<file path="config.mk">
export PLATFORM = sky130hd
export DESIGN_NAME = pool2_seq_flat
export DESIGN_NICKNAME = d
export VERILOG_FILES = /design/src/rtl/pool2_seq_if.sv /design/src/rtl/pool2_seq.sv /design/src/flat_wrapper.sv
export SDC_FILE = /design/constraint.sdc
export NUM_CORES = 1
export LEC_CHECK = 0
export ABC_CLOCK_PERIOD_IN_PS = 2400
export BUFFER_PORTS_ARGS = -buffer_cell sky130_fd_sc_hd__buf_2
export CELL_PAD_IN_SITES_DETAIL_PLACEMENT = 1
export CELL_PAD_IN_SITES_GLOBAL_PLACEMENT = 2
export CORE_ASPECT_RATIO = 2
export CORE_UTILIZATION = 30
export DETAILED_ROUTE_END_ITERATION = 6
export PLACE_DENSITY_LB_ADDON = 0.1
export SYNTH_ARGS = -nofsm -noshare
export SYNTH_HDL_FRONTEND = slang
export SYNTH_SLANG_ARGS = --single-unit
</file>
<file path="constraint.sdc">
create_clock -name clk -period 2.4 [get_ports clk]
set_clock_uncertainty 0.2 [all_clocks]
set_input_delay 0.12 -clock clk [delete_from_list [all_inputs] [get_ports clk]]
set_output_delay 0.12 -clock clk [all_outputs]
set_load 0.005 [all_outputs]
</file>
<file path="src/rtl/pool2_seq_if.sv">
// Bus bundle for pool2_seq: control, fmap-buffer read port and pooled-row write handshake.
// master = sequencer side, slave = buffers / controller side.
interface pool2_seq_if #(
  parameter int CHANNELS = 20,
  parameter int IN_DIM   = 24
);
  localparam int OUT_DIM = IN_DIM / 2;
  localparam int RA_W    = $clog2(CHANNELS * IN_DIM);
  localparam int WA_W    = $clog2(CHANNELS * OUT_DIM);

  logic               start;
  logic               busy;
  logic               done;
  logic               rd_en;
  logic [RA_W-1:0]    rd_addr;
  logic [IN_DIM-1:0]  rd_data;
  logic               out_valid;
  logic               out_ready;
  logic [WA_W-1:0]    out_addr;
  logic [OUT_DIM-1:0] out_data;

  modport master (
    input  start, rd_data, out_ready,
    output busy, done, rd_en, rd_addr, out_valid, out_addr, out_data
  );

  modport slave (
    output start, rd_data, out_ready,
    input  busy, done, rd_en, rd_addr, out_valid, out_addr, out_data
  );
endinterface

</file>
<file path="src/rtl/pool2_seq.sv">
// Time-multiplexed binary 2x2 max-pool sequencer: one OR engine walks every channel/output row.
// Optional POOL2_SEQ_PERF_EN adds a saturating 16-bit output-stall counter port stall_cnt.
module pool2_seq #(
  parameter int CHANNELS = 20,
  parameter int IN_DIM   = 24
) (
  input  logic         clk,
  input  logic         rst_n,
  pool2_seq_if.master  bus
`ifdef POOL2_SEQ_PERF_EN
  ,
  output logic [15:0]  stall_cnt
`endif
);
  localparam int OUT_DIM = IN_DIM / 2;
  localparam int RA_W    = $clog2(CHANNELS * IN_DIM);
  localparam int WA_W    = $clog2(CHANNELS * OUT_DIM);
  localparam int CH_W    = (CHANNELS > 1) ? $clog2(CHANNELS) : 1;
  localparam int OR_W    = (OUT_DIM > 1) ? $clog2(OUT_DIM) : 1;

  localparam logic [2:0] S_IDLE = 3'd0;
  localparam logic [2:0] S_RD_A = 3'd1;
  localparam logic [2:0] S_RD_B = 3'd2;
  localparam logic [2:0] S_CAP  = 3'd3;
  localparam logic [2:0] S_WR   = 3'd4;
  localparam logic [2:0] S_DONE = 3'd5;

  generate
    if ((IN_DIM % 2) != 0) begin : g_dim_check
      $error("pool2_seq: IN_DIM must be even");
    end
  endgenerate

  // Binary max over each 2x2 window reduces to an OR of the four pixels.
  function automatic logic [OUT_DIM-1:0] pool_rows(input logic [IN_DIM-1:0] a,
                                                   input logic [IN_DIM-1:0] b);
    logic [OUT_DIM-1:0] r;
    r = '0;
    for (int j = 0; j < OUT_DIM; j++) begin
      r[j] = a[2*j] | a[2*j+1] | b[2*j] | b[2*j+1];
    end
    return r;
  endfunction

  logic [2:0]        state_q, state_d;
  logic [CH_W-1:0]   ch_q, ch_d;
  logic [OR_W-1:0]   orow_q, orow_d;
  logic [IN_DIM-1:0] rowa_q, rowa_d;
  logic [IN_DIM-1:0] rowb_q, rowb_d;
  logic              last_orow, last_ch;

  assign last_orow = (orow_q == OR_W'(OUT_DIM - 1));
  assign last_ch   = (ch_q == CH_W'(CHANNELS - 1));

  always_comb begin
    state_d = state_q;
    ch_d    = ch_q;
    orow_d  = orow_q;
    rowa_d  = rowa_q;
    rowb_d  = rowb_q;
    case (state_q)
      S_IDLE: begin
        if (bus.start) begin
          state_d = S_RD_A;
          ch_d    = '0;
          orow_d  = '0;
        end
      end
      S_RD_A: state_d = S_RD_B;
      S_RD_B: begin
        rowa_d  = bus.rd_data;
        state_d = S_CAP;
      end
      S_CAP: begin
        rowb_d  = bus.rd_data;
        state_d = S_WR;
      end
      S_WR: begin
        if (bus.out_ready) begin
          state_d = S_RD_A;
          if (last_orow) begin
            orow_d = '0;
            if (last_ch) begin
              ch_d    = '0;
              state_d = S_DONE;
            end else begin
              ch_d = ch_q + CH_W'(1);
            end
          end else begin
            orow_d = orow_q + OR_W'(1);
          end
        end
      end
      S_DONE:  state_d = S_IDLE;
      default: state_d = S_IDLE;
    endcase
  end

  always_ff @(posedge clk) begin
    if (!rst_n) begin
      state_q <= S_IDLE;
      ch_q    <= '0;
      orow_q  <= '0;
      rowa_q  <= '0;
      rowb_q  <= '0;
    end else begin
      state_q <= state_d;
      ch_q    <= ch_d;
      orow_q  <= orow_d;
      rowa_q  <= rowa_d;
      rowb_q  <= rowb_d;
    end
  end

  // Outputs decode registered state only, so they stay stable across a stalled write.
  logic [RA_W-1:0] rd_base;
  assign rd_base = RA_W'(ch_q) * RA_W'(IN_DIM) + (RA_W'(orow_q) << 1);

  assign bus.busy      = (state_q == S_RD_A) || (state_q == S_RD_B) ||
                         (state_q == S_CAP)  || (state_q == S_WR);
  assign bus.done      = (state_q == S_DONE);
  assign bus.rd_en     = (state_q == S_RD_A) || (state_q == S_RD_B);
  assign bus.rd_addr   = rd_base + RA_W'(state_q == S_RD_B);
  assign bus.out_valid = (state_q == S_WR);
  assign bus.out_addr  = WA_W'(ch_q) * WA_W'(OUT_DIM) + WA_W'(orow_q);
  assign bus.out_data  = pool_rows(rowa_q, rowb_q);

`ifdef POOL2_SEQ_PERF_EN
  logic [15:0] stall_q, stall_d;

  always_comb begin
    stall_d = stall_q;
    if ((state_q == S_IDLE) && bus.start) begin
      stall_d = '0;
    end else if ((state_q == S_WR) && !bus.out_ready && (stall_q != 16'hFFFF)) begin
      stall_d = stall_q + 16'd1;
    end
  end

  always_ff @(posedge clk) begin
    if (!rst_n) begin
      stall_q <= '0;
    end else begin
      stall_q <= stall_d;
    end
  end

  assign stall_cnt = stall_q;
`endif
endmodule
</file>
<file path="src/flat_wrapper.sv">
// flat-port wrapper written by rule: the top's interface ports become plain ports
module pool2_seq_flat 
#(
  parameter int CHANNELS = 20,
  parameter int IN_DIM   = 24
)
  (clk, rst_n, bus_start, bus_rd_data, bus_out_ready, bus_busy, bus_done, bus_rd_en, bus_rd_addr, bus_out_valid, bus_out_addr, bus_out_data);
  pool2_seq_if #(.CHANNELS(CHANNELS), .IN_DIM(IN_DIM)) bus_i ();
  input  logic clk;
  input  logic rst_n;
  input wire logic [$bits(bus_i.start)-1:0] bus_start;
  input wire logic [$bits(bus_i.rd_data)-1:0] bus_rd_data;
  input wire logic [$bits(bus_i.out_ready)-1:0] bus_out_ready;
  output wire logic [$bits(bus_i.busy)-1:0] bus_busy;
  output wire logic [$bits(bus_i.done)-1:0] bus_done;
  output wire logic [$bits(bus_i.rd_en)-1:0] bus_rd_en;
  output wire logic [$bits(bus_i.rd_addr)-1:0] bus_rd_addr;
  output wire logic [$bits(bus_i.out_valid)-1:0] bus_out_valid;
  output wire logic [$bits(bus_i.out_addr)-1:0] bus_out_addr;
  output wire logic [$bits(bus_i.out_data)-1:0] bus_out_data;
  assign bus_i.start = bus_start;
  assign bus_i.rd_data = bus_rd_data;
  assign bus_i.out_ready = bus_out_ready;
  assign bus_busy = bus_i.busy;
  assign bus_done = bus_i.done;
  assign bus_rd_en = bus_i.rd_en;
  assign bus_rd_addr = bus_i.rd_addr;
  assign bus_out_valid = bus_i.out_valid;
  assign bus_out_addr = bus_i.out_addr;
  assign bus_out_data = bus_i.out_data;
  pool2_seq #(.CHANNELS(CHANNELS), .IN_DIM(IN_DIM)) u_core (.clk(clk), .rst_n(rst_n), .bus(bus_i));
endmodule
</file>
# Yosys cells after proc, flatten, opt, wreduce, memory -nomap -nowiden
# Cells that the tools add are included.
# word_totals
register_bits	60
# classes
add_sub_neg	5
multipliers	2
eq_ne	10
muxes	14
bitwise	36
n_reduce_logical	8
# ops
op	n
$or 1x1->1	36
$mux 5	4
$pmux 3 s5	1
$mul 5x2->6 const B	2
$mux 3	4
$mux 4	3
$pmux 5 s2	1
$add 9x1->9	1
$add 9x5->9	1
$add 8x4->8	1
$pmux 4 s2	1
$eq 3x2->1 const B	2
$eq 3x3->1 const B	2
$add 5x1->5 const B	1
$eq 5x5->1 const B	1
$add 4x1->4 const B	1
$eq 4x4->1 const B	1
$ne 2x2->1 const B	2
$reduce_and 4->1	1
$eq 3x1->1 const B	1
$logic_not 3->1	1
$logic_or 1x1->1	3
$reduce_and 3->1	1
$ne 2x1->1 const B	1
2 further kinds	2

# Depth between registers and ports, before layout
# logic_depth
depth_word	5
ltp_mapped	7

# Worst setup path after synthesis
# No wires, ideal clock.
# synth_timing
path_kind	register -> output
start	register u_core.ch_q[2]
end	output port bus_rd_addr[7]
arrival_time_ps	1763
required_time_ps	2080
path_slack_ps	317
path_stages_with_launch	8
cell_sequence	dfxtp_1 -> inv_1 -> ha_1 -> and3_1 -> or3_1 -> and2_1 -> xnor2_1 -> buf_4
# synth_via
elab_chain_len	3
# synth_rtl
element	line_no	text
from (decl)	pool2_seq.sv:46	logic [CH_W-1:0] ch_q, ch_d;
from (signal assigned)	pool2_seq.sv:108	ch_q <= ch_d;
$mul 5x2->6	pool2_seq.sv:117	assign rd_base = RA_W'(ch_q) * RA_W'(IN_DIM) + (RA_W'(orow_q) << 1);
$add 9x5->9	pool2_seq.sv:117	
$add 9x1->9	pool2_seq.sv:123	assign bus.rd_addr = rd_base + RA_W'(state_q == S_RD_B);
to (decl)	flat_wrapper.sv:17	output wire logic [$bits(bus_i.rd_addr)-1:0] bus_rd_addr;
# Every way passes these cells.

# Worst setup path after layout
# Ends and elaborated chain as after synthesis.

==> impl_metrics.yaml <==
status:
  status: "finished clean"
clock_network:
  cts_buffers: 9
  htreeDepth: 3
  cts.reportedPaths.clkPinSlew_ns: 0.05
  cts_tree: "built"
  clkSinkCount: 60
  clock_path_buffers: 2
  clk_latency_ns: 0.32
  cts_root_buf: "clkbuf_16"
floorplanning:
  start_util_pct: 31.1
  die_h_um: 136
  die_w_um: 68.9
  fp.coreArea_mm2: 0.00865
  io_pins: 61
  design.die.area_mm2: 0.00937
  rows: 48
routing:
  antenna_left: 0
  vias_per_cell: 4.91
  dr.first_iter.drc_count: 73
  num_vias: 2587
  wirelength_um: 7520
  remaining_drc_errors: 0
  routedWlPerCell_um: 14.3
  firstDrtPassIters: 4
sta:
  tns_ns: 0
  setup_slack_ns: 0.129
  fmax_mhz: 440
  setup_viol: 0
  rsz0062_at_grt: "false"
  period_share_pct: 94.6
  slew-limit-headroom_pct: 30.1
  hold_viol_final: 0
  period_needed_ns: 2.27
  tightestPinTransition_ns: 1.05
  final-max-slew-violation-count: 0
yosys:
  avgSynthCellArea_um2: 7.84
  syn_area_mm2: 0.00269
  yosysTopAreaCellShare_pct: 44.7
  ys.flop_type: "dfxtp_1"
  postSynthCellCount: 343
  synth_area_leaders: "dfxtp_1, nand2_1, a21oi_1"
  yosysSeqAreaShare_pct: 44.7
  synth_edf_count: 0
  synthDistinctLibCells: 31
  synth_area_leader_cell: "dfxtp_1"
  ys_async_sr_fraction_pct: 0
  syn-num-nets: 381
  ys_ff_latch: 60
  yosysWarnings: 0
cells_and_area:
  fin_nets: 460
  insertedDiodeCount: 0
  drive_gt1_share_pct: 23.4
  syn_to_final_growth_pct: 38.4
  multi_input_area_mm2: 0.00136
  seq_area_mm2: 0.00121
  fillers: 1089
  final-instance-count-excl-fill: 527
placed_design:
  port_buffers: 60
  dp_cells: 484
  pre_cts_ws_ns: 0.299
  hpwl_um: 5270
  place_congestion: 0.745
critical_path:
  max_stage_delay_ns: 0.36
  cp.arrival_ns: 1.95
  required_ns: 2.08
  crit_path_start_kind: "flop"
  path_class: "reg2out"
  cpMaxStageDelayCell: "dfxtp_4"
  crit_family: "simple AND/OR/NAND/NOR gates"
  worst_setup_path_end_kind: "output port"
  path_max_fanout: 4
  path_buf_inv: 2
  crit_chain: "inv_1 -> ha_4 -> and3_1 -> or3_4 -> and2_4 -> xnor2_2 -> buf_2"
pwr:
  ir_worst_vdd_uv: 392
  pwr_density_cell_mw_per_mm2: 764
  p_leak_nw: 1.59
global_routing:
  grt_use_total_pct: 17.7
  grt_overflow: 0
  grt_pass1_vias: 2591
  grt_max_degree: 37
  grt_pass1_wl_um: 12100
  antenna_found_initial: 0
flow_run:
  max_cap_viol_count: 0
min_path:
  min_path_type: "reg2reg"
==> flip-flops by register name (all words and copies together) (netlist names) <==
| signal | count |
|---|---|
| u_core.orow_q | 4 |
| u_core.state_q | 3 |
| u_core.rowb_q | 24 |
| u_core.ch_q | 5 |
| u_core.rowa_q | 24 |
==> cells in the final DEF (no fill, tap or decap), types with 3 or more instances in the layout <==
cell type | synthesis | routed
a21oi_1 | 57 | 57
and3_1 | 3 | 3
buf_2 | 2 | 60
buf_4 | 10 | 9
clkbuf_16 | 0 | 9
clkbuf_8 | 0 | 3
dfxtp_1 | 60 | 56
dfxtp_2 | 0 | 3
dlygate4sd3_1 | 0 | 27
ha_1 | 9 | 6
ha_4 | 0 | 3
inv_1 | 9 | 8
nand2_1 | 104 | 104
nand3_1 | 5 | 5
nand3b_1 | 4 | 4
nor2_1 | 10 | 10
nor3_1 | 3 | 3
o21ai_0 | 5 | 5
or4_1 | 13 | 13
xnor2_1 | 8 | 7
xor2_1 | 4 | 4
==> cell type report <==
class / count / area share, %
Sequential cell: 60 / 32.5
Multi-Input combinational cell: 244 / 36.4
Timing Repair Buffer: 97 / 17.7
Clock inverter: 4 / 1.88
Tap cell: 100 / 3.36
Clock buffer: 12 / 7.16
Inverter: 10 / 1.01
==> synth_stat cells (3+ instances only) <==
master / number
ha_1: 9
and3_1: 3
dfxtp_1: 60
nor3_1: 3
nand3b_1: 4
a21oi_1: 57
or4_1: 13
nand3_1: 5
o21ai_0: 5
clkbuf_1: 17
inv_1: 9
xor2_1: 4
nor2_1: 10
nand2_1: 104
buf_4: 10
xnor2_1: 8
==> tightest hold or removal path: cells and delay by family, from the launching register on <==
family	cells	cell delay, ns
AO/OA/AOI/OAI	1	0.05
flip-flops	1	0.30
AND/OR/NAND/NOR	1	0.05
==> per-layer routing <==
metal	global-route usage, %	wire length [µm]	part of all wire, %	vias to the layer above
met2	33.0	4300	57	49
met5	0	0	0	-
li1	-	-	-	1292
met4	8.05	172	2.3	0
met3	3.78	250	3.3	11
met1	17.3	2790	37	1235
==> worst paths after layout <==
check,from,endpoint,slack (ns),depth (start not counted)
max,u_core.ch_q[2],bus_rd_addr[7],0.13,7
min,u_core.rowb_q[18],u_core.rowb_q[18],0.25,2
max reg2reg,u_core.orow_q[0],u_core.ch_q[4],0.36,5
min reg2reg,u_core.rowb_q[18],u_core.rowb_q[18],0.25,2
==> cell families after synthesis <==
group / Yosys count / share of synthesized area (%)
muxes: 1 / 0.372
and+or+nand+nor: 154 / 26.0
buffers and inverters: 39 / 6.93
DFF: 60 / 44.7
AOI/OAI and AO/OA: 67 / 13.2
adders and majority gates: 10 / 4.93
xor gates and xnor gates: 12 / 3.91
==> stage by stage <==
stage	cell area [µm²]	power, mW	utilization (%)	hold WS (ns)
2_1_floorplan	2690	1.27	-	0.0560
3_3_place_gp	3050	1.41	35.3	0.173
3_5_place_dp	3050	1.42	35.3	0.178
4_1_cts	3690	2.89	42.6	0.249
5_1_grt	3720	2.99	43.0	0.269
6_report	3720	2.85	43.0	0.248
==> power by group <==
group	switching [mW]	total, mW	internal (mW)
combinational	0.183	0.347	0.164
sequential	0.0262	1.07	1.04
clock	0.440	1.43	0.989
total	0.649	2.85	2.20
==> timing repair <==
item                       4_1_cts  5_1_grt
hold buffers                    27        0
resized for setup                4        8
setup endpoints to repair        2        4
hold endpoints to repair        54        0
buffers inserted                 0        0
pin swaps                        0        1
Power figures use the tool's default switching activity.
